`src/rtl/bcd_addsub_serial.sv`:
```
// Digit-serial packed-BCD adder/subtractor: one digit per clock, LSD first.
// A negative difference is turned into its magnitude by a second 10's-complement pass.
module bcd_addsub_serial #(
  parameter int DIGITS = 4
) (
  input  logic                clk,
  input  logic                rst,
  input  logic                start,
  input  logic                m,
  input  logic [4*DIGITS-1:0] a,
  input  logic [4*DIGITS-1:0] b,
  output logic [4*DIGITS-1:0] res,
  output logic                cout,
  output logic                neg,
  output logic                err,
  output logic                busy,
  output logic                done,
  output logic [2:0]          dbg_state
);

  localparam int W = 4 * DIGITS;

  typedef enum logic [2:0] {IDLE, CHK, ADD, FIX, DONE} state_t;

  state_t         state_q, state_d;
  logic [W-1:0]   a_q, a_d, b_q, b_d, res_q, res_d;
  logic           m_q, m_d, carry_q, carry_d;
  logic [4:0]     idx_q, idx_d;
  logic           cout_q, cout_d, neg_q, neg_d, err_q, err_d;
  logic           busy_q, busy_d, done_q, done_d;

  logic [3:0]     op_x, op_y, sum_dig;
  logic [4:0]     sum_raw, sum_fix;
  logic           sum_c, last_digit;
  logic [W-1:0]   res_shift;

  function automatic logic has_bad_digit(input logic [W-1:0] v);
    has_bad_digit = 1'b0;
    for (int i = 0; i < DIGITS; i++)
      if (v[4*i +: 4] > 4'd9) has_bad_digit = 1'b1;
  endfunction

  // One shared decimal digit adder; FIX feeds it the 9's complement of the result digit.
  always_comb begin
    op_x = a_q[3:0];
    op_y = m_q ? (4'd9 - b_q[3:0]) : b_q[3:0];
    if (state_q == FIX) begin
      op_x = 4'd9 - res_q[3:0];
      op_y = 4'd0;
    end
    sum_raw   = {1'b0, op_x} + {1'b0, op_y} + {4'b0, carry_q};
    sum_fix   = sum_raw + 5'd6;
    sum_c     = (sum_raw > 5'd9);
    sum_dig   = sum_c ? sum_fix[3:0] : sum_raw[3:0];
    res_shift = (res_q >> 4) | (W'(sum_dig) << (W - 4));
    last_digit = (idx_q == 5'(DIGITS - 1));
  end

  always_comb begin
    state_d = state_q;
    a_d     = a_q;
    b_d     = b_q;
    m_d     = m_q;
    res_d   = res_q;
    carry_d = carry_q;
    idx_d   = idx_q;
    cout_d  = cout_q;
    neg_d   = neg_q;
    err_d   = err_q;
    unique case (state_q)
      IDLE: begin
        if (start) begin
          a_d     = a;
          b_d     = b;
          m_d     = m;
          state_d = CHK;
        end
      end
      CHK: begin
        res_d  = '0;
        cout_d = 1'b0;
        neg_d  = 1'b0;
        if (has_bad_digit(a_q) || has_bad_digit(b_q)) begin
          err_d   = 1'b1;
          state_d = DONE;
        end else begin
          err_d   = 1'b0;
          idx_d   = '0;
          carry_d = m_q;
          state_d = ADD;
        end
      end
      ADD: begin
        a_d     = a_q >> 4;
        b_d     = b_q >> 4;
        res_d   = res_shift;
        carry_d = sum_c;
        idx_d   = idx_q + 5'd1;
        if (last_digit) begin
          if (!m_q) begin
            cout_d  = sum_c;
            state_d = DONE;
          end else if (sum_c) begin
            neg_d   = 1'b0;
            state_d = DONE;
          end else begin
            neg_d   = 1'b1;
            idx_d   = '0;
            carry_d = 1'b1;
            state_d = FIX;
          end
        end
      end
      FIX: begin
        res_d   = res_shift;
        carry_d = sum_c;
        idx_d   = idx_q + 5'd1;
        if (last_digit) state_d = DONE;
      end
      DONE: state_d = IDLE;
      default: state_d = IDLE;
    endcase
    busy_d = (state_d != IDLE);
    done_d = (state_d == DONE);
  end

  always_ff @(posedge clk) begin
    if (rst) begin
      state_q <= IDLE;
      a_q     <= '0;
      b_q     <= '0;
      m_q     <= 1'b0;
      res_q   <= '0;
      carry_q <= 1'b0;
      idx_q   <= '0;
      cout_q  <= 1'b0;
      neg_q   <= 1'b0;
      err_q   <= 1'b0;
      busy_q  <= 1'b0;
      done_q  <= 1'b0;
    end else begin
      state_q <= state_d;
      a_q     <= a_d;
      b_q     <= b_d;
      m_q     <= m_d;
      res_q   <= res_d;
      carry_q <= carry_d;
      idx_q   <= idx_d;
      cout_q  <= cout_d;
      neg_q   <= neg_d;
      err_q   <= err_d;
      busy_q  <= busy_d;
      done_q  <= done_d;
    end
  end

  assign res       = res_q;
  assign cout      = cout_q;
  assign neg       = neg_q;
  assign err       = err_q;
  assign busy      = busy_q;
  assign done      = done_q;
  assign dbg_state = state_q;

endmodule
```
`config.mk`:
```
export PLATFORM = sky130hd
export DESIGN_NAME = bcd_addsub_serial
export DESIGN_NICKNAME = d
export VERILOG_FILES = /design/src/rtl/bcd_addsub_serial.sv
export SDC_FILE = /design/constraint.sdc
export NUM_CORES = 1
export LEC_CHECK = 0
export CORE_MARGIN = 2
export CORE_UTILIZATION = 30
export CTS_CLUSTER_SIZE = 24
export DETAILED_ROUTE_END_ITERATION = 6
export PLACE_DENSITY = 0.54
export SYNTH_ARGS = -nofsm -noshare
export SYNTH_HDL_FRONTEND = slang
export SYNTH_SLANG_ARGS = --single-unit
```
`constraint.sdc`:
```
create_clock -name clk -period 8.7 [get_ports clk]
set_input_delay 2.175 -clock clk [delete_from_list [all_inputs] [get_ports clk]]
set_output_delay 2.175 -clock clk [all_outputs]
set_load 0.02 [all_outputs]
```
==> qor.yml, run 1 <==
clock_network:
  path_clk_slew_ns: 0.07
  cts_tree: "built"
  h-tree-depth: 3
  ctsResizeCount: 0
  cts.sinks: 63
  clk_path_buf_depth: 2
  cts-root-buf: "clkbuf_8"
  clk_latency_ns: 0.34
  cts_hold_buf: 0
  cts_buffers: 9
  cts_setup_buffers: 0
critical_path:
  cpMaxStageDelayCell: "clkdlybuf4s50_1"
  end_kind: "primary output"
  path_class: "flop to primary output"
  crit_path_max_fanout: 14
  cp-start-kind: "flop"
  worstPathRequired_ns: 6.53
  critPathTopFamily: "buffers and inverters"
  cpPeakStageDelay_ns: 0.70
  cp.buffers_inverters: 1
  worstPathArrival_ns: 1.69
  crit_chain: "clkdlybuf4s50_1"
placement:
  place_area_sq_um: 3700
  io_buffers: 59
  routabilityCongestion: 0.798
  place.detailed.hpwl_um: 5290
  dpl.cell_count: 544
timing:
  max_freq_mhz: 259
  clock_skew_ns: 0.0106
  report.final.hold_viol_count: 0
  rsz0062_at_grt: "no"
  period_share_pct: 44.4
  drv_slew: 0
  finalCriticalPeriod_ns: 3.86
  tns_ns: 0
  setup_viol: 0
  maxSlewHeadroom_pct: 23.4
  tightestPinTransition_ns: 1.15
job:
  maxCapViolCount: 0
global_routing:
  globalRouteTotalUtil_pct: 14.6
  grt_max_degree: 58
  grt_pass1_vias: 2782
  grt_pass1_wl_um: 13000
  grt_overflow_total: 0
  antenna_found_initial: 0
power_and_ir_drop:
  p_leak_nw: 1.47
  sw_frac_of_total_pct: 33.1
  p_comb_share_pct: 29.8
  power.switching_w: 0.000312
  p_per_area_nw_per_um2: 240
  power.total_w: 0.000943
  ir_drop_mv: 0.0742
  p_int_w: 0.000632
  pwr-share-clk_pct: 31.7
  seqPwrFrac_pct: 38.5
layout:
  drive_above_1_share_pct: 5.87
  final_area_sq_um: 3930
  layout.cells.non_filler: 559
  diodes: 0
  syn2layout_area_growth_pct: 29.8
  nets: 467
synthesis:
  yosys.area_share.simple_pct: 24.5
  synthAdderAreaFrac_pct: 4.22
  ys_types: 45
  syn_nets: 419
  synth-async-reset-ratio_pct: 0
  synth_ff_type: "dfxtp_1"
  yosys_warnings: 0
  synth_top_family_by_area: "simple AND/OR/NAND/NOR gates"
  synth_area_sq_um: 3030
  synth_xor_area_share_pct: 1.16
  ys_ff_latch: 63
  syn_area_per_cell_sq_um: 8.09
  seq_area_frac_synth_pct: 41.7
  synth_edf_count: 0
  muxShareOfSynthArea_pct: 1.03
  synth-compound-area-share_pct: 22.7
  netlist_instances: 374
route:
  wl_um: 7630
  drtAntennaViolNets: 0
  dr_wl_met3_um: 329
  wl_met2_um: 3550
  drc: 0
  wl_met1_um: 3610
  via_per_inst: 5.02
  topRoutingLayerUsed: "met4"
  vias: 2808
  drt_iter0_drc: 84
  drt_pass1_iterations: 4
  drt-wirelength-per-cell_um: 13.6
die:
  dieArea_sq_um: 10900
  core_area_sq_um: 9770
  fp.dieW_um: 104
  num_rows: 36
  die_h_um: 104
  pin_count: 60
  initial_core_util_pct: 31.0
min_path:
  min_path_type: "flop to flop"
status:
  status: "finished, final reports clean"
-- registers in the layout, indices dropped and copies added (netlist names) --
register	cells
a_q	16
idx_q	5
b_q	16
carry_q	1
err	1
m_q	1
busy	1
done	1
res	16
cout	1
neg	1
dbg_state	3
-- power by group through the flow --
| stage | Combinational [W] | Clock [W] | Sequential [W] |
|---|---|---|---|
| 2_1_floorplan | 0.000200 | 0 | 0.000365 |
| 6_report | 0.000281 | 0.000299 | 0.000363 |
| 5_1_grt | 0.000319 | 0.000317 | 0.000370 |
| 3_5_place_dp | 0.000282 | 0 | 0.000370 |
| 4_1_cts | 0.000283 | 0.000305 | 0.000363 |
| 3_3_place_gp | 0.000275 | 0 | 0.000369 |
-- path summary, 6_finish.rpt --
check | start | end | slack (ns) | cells past startpoint
setup reg to reg | dbg_state[1] | done | 5.12 | 12
hold / removal | a_q[14] | a_q[14] | 0.47 | 2
hold reg to reg | a_q[14] | a_q[14] | 0.47 | 2
setup / recovery | dbg_state[0] | dbg_state[0] | 4.84 | 1
-- placed cells by master, fill, tap and decap left out, types with 2 or more instances in the layout --
master | synthesis | routed
inv_1 | 9 | 9
nand2b_1 | 8 | 8
ha_1 | 7 | 7
nand3b_1 | 4 | 4
nor2b_1 | 6 | 6
o21bai_1 | 2 | 2
o211ai_1 | 3 | 3
nor3_1 | 5 | 5
buf_4 | 0 | 4
nand2_1 | 76 | 76
a21oi_1 | 24 | 24
fa_1 | 2 | 2
dfxtp_1 | 63 | 63
or4b_1 | 2 | 2
o21ai_0 | 15 | 15
nand4_1 | 4 | 4
a22oi_1 | 12 | 12
xor2_1 | 3 | 3
a31oi_1 | 4 | 4
bufinv_16 | 0 | 3
clkbuf_1 | 14 | 2
o211a_1 | 2 | 2
a311oi_1 | 26 | 26
clkdlybuf4s50_1 | 0 | 58
clkbuf_8 | 0 | 9
mux2i_1 | 2 | 2
nor2_1 | 45 | 45
or4_1 | 2 | 2
nand3_1 | 4 | 4
-- cell type report --
cell class / count / area [sq um]
Sequential cell: 63 / 1260
Timing Repair Buffer: 63 / 616
Clock inverter: 4 / 95.1
Tap cell: 133 / 166
Clock buffer: 11 / 131
Fill cell: 1023 / 5850
Inverter: 9 / 33.8
Multi-Input combinational cell: 276 / 1620
-- tightest hold or removal path: stages (launching register included) --
cell,delay [ns]
dfxtp_1,0.32
nand2_1,0.05
a21oi_1,0.05
-- per-stage QoR --
stage / utilization, % / hold WS, ns / setup WS, ns
global placement: 37.9 / 0.449 / 4.59
detailed placement: 37.9 / 0.461 / 4.55
CTS: 40.2 / 0.471 / 4.83
global route: 40.2 / 0.499 / 4.74
floorplan: - / 0.437 / 5.49
finish: 40.2 / 0.467 / 4.84
-- routing by layer --
layer  GRT usage, %  vias up
met5              0        -
met4           5.31        0
met3           3.76       15
met2           24.1       62
met1           18.3     1312
li1               -     1419
-- synth_stat cells (all sizes together) (3+ instances only) --
cell	number	area share (%)
a21oi	24	4.0
a22oi	12	3.0
a311oi	26	7.5
a31oi	4	0.83
buf	12	1.8
clkbuf	14	1.7
dfxtp	63	42
ha	7	2.9
inv	9	1.1
nand2	76	9.4
nand2b	8	1.7
nand3	4	0.66
nand3b	4	0.99
nand4	4	0.83
nor2	45	5.6
nor2b	6	1.2
nor3	5	0.83
o211ai	3	0.74
o21ai	16	2.6
xor2	3	0.87
-- logic make-up after synthesis --
logic type                 after synthesis
buffers and inverters                   35
xor gates and xnor gates                 4
and+or+nand+nor                        162
AOI/OAI and AO/OA                       98
muxes                                    3
DFF                                     63
adders and majority gates                9
Note: power is estimated with default switching activity, not from simulation.
==> run 2, diff against run 1 <==
==> constraint.sdc (replaced) <==
create_clock -name clk -period 3.6 [get_ports clk]
set_input_delay 0.9 -clock clk [delete_from_list [all_inputs] [get_ports clk]]
set_output_delay 0.9 -clock clk [all_outputs]
set_load 0.02 [all_outputs]
==> run 2 against run 1 <==
  * Worst hold slack got worse by 0.011 ns
  * Final area decreased by 0.76%
  * Die area unchanged
  * Sequential power increased by 140%
  * Critical endpoint is now res[13]
  * Largest cell class unchanged
  * Critical path depth increased by 10
  * Largest power group unchanged
  * Sequential share of layout area increased by 0.25 points
==> qor.yml, run 2 (synthesis results as in run 1) <==
status:
  status: "finished, final reports clean"
timing:
  max_freq_mhz: 315
  report.final.hold_viol_count: 0
  rsz0062_at_grt: "no"
  clock_skew_ns: 0.00558
  tns_ns: 0
  drv_slew: 0
  maxSlewHeadroom_pct: 19.2
  period_share_pct: 88.1
  setup_ws_ns: 0.428
  setup_viol: 0
  finalCriticalPeriod_ns: 3.17
  tightestPinTransition_ns: 1.21
power_and_ir_drop:
  p_leak_nw: 1.46
  ir_drop_mv: 0.197
  p_per_area_nw_per_um2: 542
  power.total_w: 0.00211
critical_path:
  worstPathRequired_ns: 3.88
  path_class: "flop to flop"
  path_common_cell: "fa_1"
  worstPathArrival_ns: 3.45
  crit_path_max_fanout: 8
  cpMaxStageDelayCell: "dfxtp_1"
  end_kind: "flop"
  cp-start-kind: "flop"
  critPathTopFamily: "simple AND/OR/NAND/NOR gates"
  crit_chain: "nor2b_1 -> nand2_1 -> a21oi_1 -> fa_1 -> inv_1 -> fa_1 -> xor2_1 -> o21ai_1 -> o31a_1 -> or4_1 -> nand3_1"
  cp.buffers_inverters: 1
  cpPeakStageDelay_ns: 0.50
clock_network:
  clk_path_buf_depth: 2
  h-tree-depth: 3
  path_clk_slew_ns: 0.07
  cts_buffers: 9
  cts_tree: "built"
  cts_setup_buffers: 0
  cts.sinks: 63
  cts-root-buf: "clkbuf_8"
  clk_latency_ns: 0.34
placement:
  routabilityCongestion: 0.825
  place.detailed.hpwl_um: 5340
  place_area_sq_um: 3720
  pre_cts_ws_ns: 0.418
  io_buffers: 59
global_routing:
  met2_usage_pct: 23.3
  grt_pass1_vias: 2676
  use_met1_pct: 18.0
  busiest_layer: "met2"
  grt_pass1_wl_um: 12700
  antenna_found_initial: 0
  grt_overflow_total: 0
  grtUsageMet3_pct: 3.63
  globalRouteTotalUtil_pct: 14.2
  grt_max_degree: 58
die:
  pin_count: 60
  initial_core_util_pct: 31.0
  fp.dieW_um: 104
  die_h_um: 104
  core_area_sq_um: 9770
  num_rows: 36
  dieArea_sq_um: 10900
min_path:
  min_path_type: "flop to flop"
layout:
  diodes: 0
  final_area_sq_um: 3900
  nets: 469
  final_common_cell: "nand2_1"
  syn2layout_area_growth_pct: 28.8
  fillers: 1016
  drive_above_1_share_pct: 6.31
  seqCellArea_sq_um: 1260
  multiInputGateArea_sq_um: 1630
  final_cell_mix: "nand2_1 (76), dfxtp_1 (63), clkdlybuf4s50_1 (58)"
route:
  drtAntennaViolNets: 0
  vias: 2814
  wl_um: 7550
  drc: 0
  drt-wirelength-per-cell_um: 13.5
  drt_iter0_drc: 76
  via_per_inst: 5.02
  drt_pass1_iterations: 4
job:
  maxCapViolCount: 0
## run 2: cell count changes in the layout (fill, tap and decap cells not counted)
cell,before,now
o31ai_2,1,2
bufinv_16,3,0
clkbuf_1,2,3
buf_4,4,6
clkbuf_8,9,12
o31ai_1,1,0
clkinv_2,1,0
## run 2: final timing paths
path	from	end	slack [ns]	cells after the start
max reg2reg	dbg_state[1]	res[13]	0.43	11
max	dbg_state[1]	res[13]	0.43	11
min	a_q[12]	a_q[12]	0.46	2
min reg2reg	a_q[12]	a_q[12]	0.46	2
## run 2: layer usage
metal  routed length (um)  share of wire [%]  vias up
li1                     -                  -     1425
met2                 3610                 48       74
met1                 3470                 46     1307
met4                  104                1.4        0
met5                    0                  0        -
met3                  373                4.9        8
## run 2: final cells by class
class | instances | share of cell area (%)
multi-input combinational | 276 | 41.8
sequential | 63 | 32.4
timing repair buffer | 65 | 16.2
clock buffer | 15 | 4.53
tap | 133 | 4.27
inverter | 9 | 0.867
## run 2: timing repair
action                                  CTS  global route
endpoints found under the setup margin    0             1
gates resized for setup                   0             1
hold buffers                              0             0
## run 2: power breakdown
part           leakage [nW]  switching, W  internal [W]
combinational         0.852      0.000409      0.000281
sequential            0.514     0.0000695      0.000795
clock                0.0898      0.000255      0.000304
total                  1.46      0.000734       0.00138
## run 2: per-stage QoR
| step | hold WS (ns) | utilization [%] | cells |
|---|---|---|---|
| 2_1_floorplan | 0.437 | - | 374 |
| 3_3_place_gp | 0.451 | 38.0 | 546 |
| 3_5_place_dp | 0.453 | 38.0 | 546 |
| 4_1_cts | 0.463 | 39.8 | 561 |
| 5_1_grt | 0.488 | 39.9 | 561 |
| 6_report | 0.456 | 39.9 | 561 |
## run 2: worst register-to-register path: cells and delay by family (launching register included)
kind                       cells  cell delay [ns]
and+or+nand+nor                4             0.93
adders and majority gates      2             0.66
DFF                            1             0.50
buffers and inverters          1             0.06
xor gates and xnor gates       1             0.24
AOI/OAI and AO/OA              3             0.72
==> run 3, diff against run 2 <==
--- a/config.mk
+++ b/config.mk
@@ -10,6 +10,8 @@
 export CTS_CLUSTER_SIZE = 24
 export DETAILED_ROUTE_END_ITERATION = 6
 export PLACE_DENSITY = 0.54
+export REMOVE_ABC_BUFFERS = 1
+export SLEW_MARGIN = 40
 export SYNTH_ARGS = -nofsm -noshare
 export SYNTH_HDL_FRONTEND = slang
 export SYNTH_SLANG_ARGS = --single-unit
==> constraint.sdc (replaced) <==
create_clock -name clk -period 3.1 [get_ports clk]
set_input_delay 0.775 -clock clk [delete_from_list [all_inputs] [get_ports clk]]
set_output_delay 0.775 -clock clk [all_outputs]
set_load 0.02 [all_outputs]
==> run 3 against run 2 <==
  * First-iteration DRC count grew 16%
  * Maximum frequency rose by 11%
  * Critical path depth did not move
  * Sequential share of layout area is 0.71 points lower
  * Sequential power grew 15%
  * Clock power grew 43%
  * Clock skew increased by 0.0031 ns
  * Via count decreased by 2.7%
  * Register-to-register slack got worse by 0.20 ns
  * Critical path type unchanged
  * Largest cell class unchanged
==> qor.yml, run 3 (synthesis results as in run 1) <==
timing:
  rsz0062_at_grt: "yes"
  clock_skew_ns: 0.00864
  tightestPinTransition_ns: 0.600
  drv_slew: 0
  report.final.hold_viol_count: 0
  maxSlewHeadroom_pct: 59.8
  setup_viol: 0
  finalCriticalPeriod_ns: 2.87
  setup_ws_ns: 0.233
  period_share_pct: 92.5
  tns_ns: 0
  max_freq_mhz: 349
placement:
  io_buffers: 59
  routabilityCongestion: 0.787
  place.detailed.hpwl_um: 5390
  pre_cts_ws_ns: 0.175
critical_path:
  worstPathArrival_ns: 3.13
  cpPeakStageDelay_ns: 0.44
  cpMaxStageDelayCell: "o31ai_1"
  end_kind: "flop"
  crit_path_max_fanout: 8
  path_class: "flop to flop"
  critPathTopFamily: "compound AO/OA/AOI/OAI gates"
  cp-start-kind: "flop"
  cp.buffers_inverters: 1
  crit_chain: "nor2b_1 -> nand2_1 -> a21oi_1 -> fa_1 -> inv_1 -> fa_1 -> xor2_2 -> o21ai_2 -> o31ai_1 -> o211ai_1 -> a21oi_1"
  worstPathRequired_ns: 3.36
route:
  vias: 2739
  wl_um: 7610
  via_per_inst: 4.84
  drt-wirelength-per-cell_um: 13.4
  drt_iter0_drc: 88
  drc: 0
  drt_pass1_iterations: 5
  drtAntennaViolNets: 0
layout:
  drive_above_1_share_pct: 8.08
  final_common_cell: "nand2_1"
  fillers: 1065
  syn2layout_area_growth_pct: 31.7
  final_util_pct: 40.8
  final_cell_mix: "nand2_1 (76), dfxtp_1 (63), clkdlybuf4s50_1 (58)"
  diodes: 0
  nets: 473
global_routing:
  grt_max_degree: 35
  grt_pass1_vias: 2697
  antenna_found_initial: 0
  globalRouteTotalUtil_pct: 14.5
  grt_overflow_total: 0
  grt_pass1_wl_um: 13000
clock_network:
  path_clk_slew_ns: 0.07
  cts_setup_buffers: 0
  cts.sinks: 63
  cts_tree: "built"
  cts_buffers: 9
  h-tree-depth: 3
  cts_hold_buf: 0
  clk_latency_ns: 0.33
  cts-root-buf: "clkbuf_8"
  clk_path_buf_depth: 2
  ctsResizeCount: 0
min_path:
  min_path_type: "flop to flop"
die:
  die_h_um: 104
  fp.dieW_um: 104
  core_area_sq_um: 9770
  initial_core_util_pct: 31.0
  dieArea_sq_um: 10900
  pin_count: 60
  num_rows: 36
power_and_ir_drop:
  power.total_w: 0.00264
  ir_drop_mv: 0.266
  p_per_area_nw_per_um2: 662
  p_leak_nw: 1.50
status:
  status: "finished, final reports clean"
job:
  maxCapViolCount: 0
==> run 3: area by class of cell <==
cell class	instances	area [sq um]	area share, %
clock buffer	13	159	3.99
timing repair buffer	69	661	16.6
multi-input combinational	276	1640	41.1
inverter	9	33.8	0.848
tap	133	166	4.18
clock inverter	3	65.1	1.63
sequential	63	1260	31.6
==> run 3: power by group <==
group          internal, W  switching, W  leakage, nW  total (W)
sequential        0.000923     0.0000736        0.514   0.000997
combinational     0.000342      0.000500        0.872   0.000841
clock             0.000496      0.000305        0.114   0.000802
==> run 3: path summary, 6_finish.rpt <==
path                      from      endpoint  slack [ns]  cells past startpoint
setup reg to reg  dbg_state[1]  dbg_state[2]        0.23                     11
setup / recovery  dbg_state[1]  dbg_state[2]        0.23                     11
hold reg to reg        b_q[12]       b_q[12]        0.46                      2
hold / removal         b_q[12]       b_q[12]        0.46                      2
==> run 3: worst min-delay path, stage by stage (launching register included) <==
cell and delay (ns):
dfxtp_1 0.31, nand2_1 0.05, a21oi_1 0.05
==> run 3: metrics by stage <==
stage	area [sq um]	hold WS (ns)	std cells
after CTS	3970	0.462	566
after detailed placement	3750	0.451	550
after global placement	3750	0.449	550
after global routing	3990	0.481	566
final	3990	0.462	566
after floorplan	2920	0.437	348
==> run 3: metal layers <==
metal,vias to the layer above,track usage (%),wire (um),share of wire [%]
li1,1435,-,-,-
met1,1235,17.9,3720,49
met2,63,25.0,3530,46
met3,6,4.39,331,4.3
met4,0,2.90,31,0.41
met5,-,0,0,0
